===== src/rtl/bcd_serial_addsub_ctrl.sv =====
// Digit-serial packed-BCD adder/subtractor.
// Operands are latched on start, then one BCD digit is processed per clock
// through a single one-digit decimal add stage, with the decimal carry
// passed from each digit to the next. Subtraction adds the nines' complement
// of y with an initial carry of one, giving the ten's complement difference.

module bcd_serial_addsub_ctrl #(
   parameter int DIGITS = 4,
   parameter int WIDTH  = 4*DIGITS
) (
   input  logic             clk,
   input  logic             rst_n,
   input  logic             start,
   input  logic             op_sub,
   input  logic [WIDTH-1:0] x,
   input  logic [WIDTH-1:0] y,
   output logic             busy,
   output logic             done,
   output logic [WIDTH-1:0] z,
   output logic             carry,
   output logic             err
);

   localparam int IDX_W = (DIGITS > 1) ? $clog2(DIGITS) : 1;
   localparam logic [IDX_W-1:0] LAST_IDX = IDX_W'(DIGITS-1);

   typedef enum logic [1:0] {IDLE, RUN, DONE} state_t;

   state_t           state, state_nxt;
   logic [WIDTH-1:0] x_q, y_q;
   logic             sub_q;
   logic [IDX_W-1:0] idx;
   logic             c;

   logic [3:0]       xd, yd, yd_eff, dig;
   logic [4:0]       sum;
   logic             c_nxt;
   logic             bad_in;

   // Flag any non-decimal digit (>9) in either incoming operand
   always_comb begin
      bad_in = 1'b0;
      for (int i = 0; i < DIGITS; i++) begin
         if ((x[4*i +: 4] > 4'd9) || (y[4*i +: 4] > 4'd9))
            bad_in = 1'b1;
      end
   end

   // One-digit decimal add stage on the digit selected by idx
   always_comb begin
      xd     = x_q[4*idx +: 4];
      yd     = y_q[4*idx +: 4];
      yd_eff = sub_q ? (4'd9 - yd) : yd;
      sum    = {1'b0, xd} + {1'b0, yd_eff} + {4'b0000, c};
      dig    = sum[3:0];
      c_nxt  = 1'b0;
      if (sum > 5'd9) begin
         dig   = 4'(sum - 5'd10);
         c_nxt = 1'b1;
      end
   end

   // State register; reset abandons any operation in flight
   always_ff @(posedge clk or negedge rst_n) begin
      if (!rst_n)
         state <= IDLE;
      else
         state <= state_nxt;
   end

   // Next-state: bad operands skip RUN, DONE always returns to IDLE
   always_comb begin
      state_nxt = state;
      case (state)
         IDLE: begin
            if (start)
               state_nxt = bad_in ? DONE : RUN;
         end
         RUN: begin
            if (idx == LAST_IDX)
               state_nxt = DONE;
         end
         DONE:    state_nxt = IDLE;
         default: state_nxt = IDLE;
      endcase
   end

   // Operand capture and digit-by-digit result accumulation
   always_ff @(posedge clk or negedge rst_n) begin
      if (!rst_n) begin
         x_q   <= '0;
         y_q   <= '0;
         sub_q <= 1'b0;
         idx   <= '0;
         c     <= 1'b0;
         z     <= '0;
         carry <= 1'b0;
         err   <= 1'b0;
      end else begin
         case (state)
            IDLE: begin
               if (start) begin
                  x_q   <= x;
                  y_q   <= y;
                  sub_q <= op_sub;
                  z     <= '0;
                  err   <= bad_in;
                  idx   <= '0;
                  c     <= op_sub;
                  if (bad_in)
                     carry <= 1'b0;
               end
            end
            RUN: begin
               z[4*idx +: 4] <= dig;
               c             <= c_nxt;
               idx           <= idx + IDX_W'(1);
               if (idx == LAST_IDX)
                  carry <= c_nxt;
            end
            default: ;
         endcase
      end
   end

   assign busy = (state == RUN);
   assign done = (state == DONE);

endmodule


===== config.mk =====
export PLATFORM = sky130hd
export DESIGN_NAME = bcd_serial_addsub_ctrl
export DESIGN_NICKNAME = d
export VERILOG_FILES = /design/src/rtl/bcd_serial_addsub_ctrl.sv
export SDC_FILE = /design/constraint.sdc
export NUM_CORES = 1
export LEC_CHECK = 0
export CORE_MARGIN = 4
export CORE_UTILIZATION = 40
export DETAILED_ROUTE_END_ITERATION = 8
export PLACE_DENSITY = 0.67
export SLEW_MARGIN = 0
export SYNTH_ARGS = -nofsm -noshare
export SYNTH_HDL_FRONTEND = slang
export SYNTH_SLANG_ARGS = --single-unit

===== constraint.sdc =====
create_clock -name clk -period 4.9 [get_ports clk]
set_input_delay 0.98 -clock clk [delete_from_list [all_inputs] [get_ports clk]]
set_output_delay 0.98 -clock clk [all_outputs]
set_load 0.02 [all_outputs]

==> metrics.yaml, run 1 <==
status: "complete, no violations"
min_from: "z[12]$_DFFE_PN0P_"
fin_area_sq_um: 3593
hold_viol_final: 0
ios: 56
cts.htree.levels: 2
finClkSkew_ns: 0.01121
start_kind: "flop"
synth_cell_type_count: 42
clk_pin_slew_ns: 0.11
intPower_mw: 0.9377
ctsResizeCount: 0
grt_overflow: 0
worstPathRequired_ns: 5.10
nFillCells: 624
async_reset_ff_share_pct: 100.0
path_class: "flop to flop"
ant_nets: 0
yosys.area.top_type: "dfrtp_1"
cts_tree: "yes"
rows: 30
worstPathArrival_ns: 4.22
setup_ws_ns: 0.8819
switching_share_pct: 35.61
io_buffers: 55
vdd_drop_max_mv: 0.1860
pwr-share-seq_pct: 38.0
syn_nets: 282
yosys_most_used_dff: "dfrtp_1"
netlist.area_leader.share_pct: 49.25
finalSetupViolations: 0
die_h_microns: 92.34
slew_viol_final: 0
max_freq_ghz: 0.2489
cts_made_buffers: 5
num_vias: 1990
clock_path_buffers: 2
rsz0062_at_grt: "no"
dieArea_sq_um: 8527
core_area_sq_um: 6869
syn_inst: 235
combPwrFrac_pct: 43.6
power_density_nw_per_um2: 405.3
min_period_over_period_pct: 82.00
period_needed_ns: 4.018
crit_path_max_fanout: 15
fp.dieW_microns: 92.34
power.leakage_nw: 1.506
drt_first_pass_iters: 4
dp_slack_ns: 0.8544
max-slew-margin-rel_pct: 53.60
maxCapViolCount: 0
grt_pass1_wl_microns: 10510
synth_edf_count: 0
dpl_cell_area_sq_um: 3496
insertion_delay_ns: 0.31
drc: 0
yosysWarningCount: 0
synthTopCellsByCount: "dfrtp_1, mux2_2, nand2_1"
postCtsSetupBuffers: 0
worstHoldPathCells: 2
hold_slack_ns: 0.4836
via_per_inst: 5.116
worst_pin_slew_ns: 0.6960
synth.yosys.seq_area_share_pct: 49.25
num_antenna_cells: 0
cts_hold_buffers: 0
start_util_pct: 41.42
wirelength_microns: 6006
hold_path.class: "flop to flop"
rr_worst_depth: 13
area_growth_pct: 26.30
hpwl_microns: 4700
cts_num_sinks: 56
ys_top_cells_by_area: "dfrtp_1, mux2_2, mux4_2"
wire_per_inst_microns: 15.44
p_clk_share_pct: 18.4
fin_nets: 339
post-synth-top-count-cell: "dfrtp_1"
antenna_found_initial: 0
ys_ff_latch: 56
end_kind: "flop"
reg2reg_from: "idx[0]$_DFFE_PN0P_"
finish.utilization_pct: 52.31
grt_pass1_vias: 2158
avgSynthCellArea_sq_um: 12.11
drt_iter0_drc: 64
grt_max_degree: 57
grtUsageTotal_pct: 15.49
startpoint: "idx[0]$_DFFE_PN0P_"
synth_area_sq_um: 2845
globalplace.congestion: 0.8233
finalSetupTns_ns: 0
drive_gt1_share_pct: 17.41
p_sw_mw: 0.5186
cts_root_buf: "clkbuf_8"
-- through the flow --
step	std cells	total power, mW
3_3_place_gp	381	1.183
3_5_place_dp	381	1.199
4_1_cts	389	1.469
6_report	389	1.456
5_1_grt	389	1.569
2_1_floorplan	235	1.031
-- routing by layer --
metal | global-route usage [%] | routed length (microns)
met5 | 0 | 0
met4 | 4.827 | 101
met3 | 3.574 | 283
met2 | 25.14 | 2877
met1 | 20.63 | 2743
-- final cells by class --
type / instances / area (sq um) / share of cell area (%)
Sequential cell: 56 / 1401 / 39.00
Multi-Input combinational cell: 159 / 1365 / 37.99
Timing Repair Buffer: 57 / 560.5 / 15.60
Clock buffer: 6 / 82.58 / 2.298
Clock inverter: 2 / 15.01 / 0.4178
Tap cell: 96 / 120.1 / 3.343
Inverter: 13 / 48.80 / 1.358
-- worst paths after layout --
kind	endpoint	slack, ns
worst max register to register	z[2]$_DFFE_PN0P_	0.88
min in group asynchronous	z[15]$_DFFE_PN0P_	0.80
worst min-delay path	z[12]$_DFFE_PN0P_	0.48
worst min register to register	z[12]$_DFFE_PN0P_	0.48
worst max-delay path	z[2]$_DFFE_PN0P_	0.88
max in group asynchronous	y_q[8]$_DFFE_PN0P_	3.65
-- power groups by stage --
stage          registers (mW)  logic (mW)  clock network (mW)
6_report                0.554       0.635               0.268
5_1_grt                 0.563       0.706               0.300
4_1_cts                 0.555       0.640               0.274
3_5_place_dp            0.564       0.635                   0
3_3_place_gp            0.562       0.621                   0
2_1_floorplan           0.550       0.481                   0
-- kinds of logic after synthesis --
logic type | Yosys count | share of synthesized area [%]
AO/OA/AOI/OAI | 47 | 11.26
XOR/XNOR | 3 | 0.9237
adder cells (fa/ha/maj) | 11 | 5.365
buffers and inverters | 20 | 2.858
flip-flops | 56 | 49.25
multiplexers | 43 | 20.27
AND/OR/NAND/NOR | 55 | 10.07
-- layout by cell type (no fill, tap or decap), drive strengths merged, types with 2 or more instances in the layout --
master          n
a21o            6
a21oi           4
a22o            4
and2            2
buf             3
clkbuf          6
clkdlybuf4s50  54
clkinvlp        2
dfrtp          56
fa              2
ha              9
inv            13
mux2           34
mux4            8
nand2          24
nand2b          2
nand3           4
nand3b          2
nand4           2
nor2            5
nor2b           4
nor3            2
o21ai          22
o31a            2
o31ai           5
xnor2           2
-- critical path, stage by stage, from the launching register on --
cell      delay, ns
dfrtp_1        0.80
mux4_2         0.60
xnor2_1        0.19
fa_1           0.24
inv_1          0.06
fa_1           0.43
xor2_1         0.28
inv_1          0.08
ha_1           0.24
nand2_1        0.11
nand3b_1       0.11
o31a_1         0.29
a311oi_4       0.35
o21ai_1        0.12
-- flip-flops by register name, indices dropped and copies added, names as in the netlist --
name   flops
c          1
carry      1
err        1
idx        2
state      2
sub_q      1
x_q       16
y_q       16
z         16
Power figures use the tool's default switching activity.
==> run 2: changes to the inputs <==
Clock period 4.9 ns to 3.9 ns, I/O delays scaled along.
==> run 2 against run 1 <==
Net effect:
- wire length grew 0.72%
- clock power is 14% higher
- flip-flop and latch count stayed put
- non-clock buffer count rose by 3
- via count is 0.95% higher
- sequential share of layout area is essentially flat
==> metrics.yaml, run 2 (same netlist as run 1, synthesis figures left out) <==
status: "complete, no violations"
finalSetupViolations: 0
worstPathArrival_ns: 3.80
finish.utilization_pct: 52.42
fin_area_sq_um: 3601
rows: 30
area_growth_pct: 26.56
p_clk_share_pct: 16.9
clock_path_buffers: 2
drt_iter0_drc: 117
switching_share_pct: 35.53
crit_path_max_fanout: 6
maxCapViolCount: 0
worstPathRequired_ns: 4.10
num_vias: 2009
start_util_pct: 41.42
min_period_over_period_pct: 92.29
dpl_cell_area_sq_um: 3518
insertion_delay_ns: 0.31
grtUsageTotal_pct: 15.61
power_density_nw_per_um2: 500.1
start_kind: "flop"
cts_root_buf: "clkbuf_8"
io_buffers: 55
wirelength_microns: 6049
pwr-share-seq_pct: 38.6
max_freq_ghz: 0.2778
met1_length_microns: 2729
cts_num_sinks: 56
drive_gt1_share_pct: 18.31
globalplace.congestion: 0.7878
power.leakage_nw: 1.518
stdcell_count: 391
wl_met2_microns: 2911
placed_cells: 384
top_layer: "met4"
top_regs: "x_q: 16 flops, y_q: 16 flops, z: 16 flops"
fp.dieW_microns: 92.34
cts_made_buffers: 5
grt_pass1_vias: 2150
drt_first_pass_iters: 4
hpwl_microns: 4804
antenna_found_initial: 0
end_kind: "flop"
max-slew-margin-rel_pct: 35.12
die_h_microns: 92.34
p_sw_mw: 0.6399
hold_viol_final: 0
via_per_inst: 5.138
num_antenna_cells: 0
finClkSkew_ns: 0.008096
intPower_mw: 1.161
multiInputGateArea_sq_um: 1369
mostFrequentLayoutCell: "dfrtp_1"
hold_slack_ns: 0.4901
path_class: "flop to flop"
wire_per_inst_microns: 15.47
met3_wirelength_microns: 332
worst_pin_slew_ns: 0.9733
grt_max_degree: 45
rr_worst_depth: 13
cts.htree.levels: 2
worstHoldPathCells: 2
rrSetupSlack_ns: 0.30
grt_pass1_wl_microns: 10570
vdd_drop_max_mv: 0.2426
finalSetupTns_ns: 0
combPwrFrac_pct: 44.5
cts_tree: "yes"
ant_nets: 0
nFillCells: 606
layout_common_cells: "dfrtp_1, clkdlybuf4s50_1, mux2_2"
dieArea_sq_um: 8527
ios: 56
drc: 0
period_needed_ns: 3.599
core_area_sq_um: 6869
hold_path.class: "flop to flop"
clk_pin_slew_ns: 0.10
grt_overflow: 0
rsz0062_at_grt: "no"
fin_nets: 342
slew_viol_final: 0
regArea_sq_um: 1403
[run 2: changes by cell type in the layout (fill, tap and decap cells not counted)]
| cell | before | now |
|---|---|---|
| buf_4 | 2 | 5 |
| clkinvlp_4 | 2 | 0 |
| a21oi_1 | 3 | 2 |
| a21oi_2 | 1 | 2 |
| clkbuf_1 | 0 | 1 |
| clkbuf_8 | 6 | 5 |
| clkinv_2 | 0 | 1 |
| dfrtp_1 | 56 | 55 |
| dfrtp_2 | 0 | 1 |
[run 2: path summary, 6_finish.rpt]
check	from	endpoint
max in group asynchronous	rst_n	x_q[12]$_DFFE_PN0P_
min in group asynchronous	rst_n	z[3]$_DFFE_PN0P_
max reg2reg	idx[0]$_DFFE_PN0P_	z[2]$_DFFE_PN0P_
min reg2reg	z[12]$_DFFE_PN0P_	z[12]$_DFFE_PN0P_
min	z[12]$_DFFE_PN0P_	z[12]$_DFFE_PN0P_
max	idx[0]$_DFFE_PN0P_	z[2]$_DFFE_PN0P_
[run 2: worst max-delay path: stages, from the launching register on]
cell	delay [ns]
dfrtp_2	0.47
mux4_2	0.53
xnor2_1	0.20
fa_1	0.25
inv_1	0.06
fa_1	0.43
xor2_1	0.26
inv_1	0.07
ha_1	0.24
nand2_1	0.11
nand3b_1	0.11
o31a_1	0.28
a311oi_4	0.36
o21ai_1	0.12
[run 2: final cells by class]
class / count / area share, %
Sequential cell: 56 / 38.95
Multi-Input combinational cell: 159 / 38.01
Timing Repair Buffer: 60 / 16.19
Tap cell: 96 / 3.336
Clock buffer: 6 / 2.015
Inverter: 13 / 1.355
Clock inverter: 1 / 0.1390
[run 2: timing repair]
action,CTS,global route
gates resized for setup,0,2
hold buffers,0,0
endpoints found under the setup margin,0,4
buffers inserted,0,0
[run 2: metrics by stage]
step | setup slack [ns] | power [mW]
2_1_floorplan | 0.2753 | 1.295
3_3_place_gp | 0.3720 | 1.486
3_5_place_dp | 0.2375 | 1.504
4_1_cts | 0.2052 | 1.810
5_1_grt | 0.04697 | 1.942
6_report | 0.3007 | 1.801
[run 2: power by group through the flow]
| stage | combinational [mW] | clock, mW | sequential [mW] |
|---|---|---|---|
| finish | 0.802 | 0.305 | 0.695 |
| detailed placement | 0.798 | 0 | 0.706 |
| CTS | 0.801 | 0.314 | 0.695 |
| global placement | 0.782 | 0 | 0.704 |
| global route | 0.894 | 0.343 | 0.705 |
| floorplan | 0.604 | 0 | 0.691 |
[run 2: layer usage]
layer | global-route usage [%] | vias up
met5 | 0 | -
met4 | 4.950 | 0
met3 | 3.656 | 6
met2 | 25.68 | 58
met1 | 20.38 | 979
li1 | - | 966
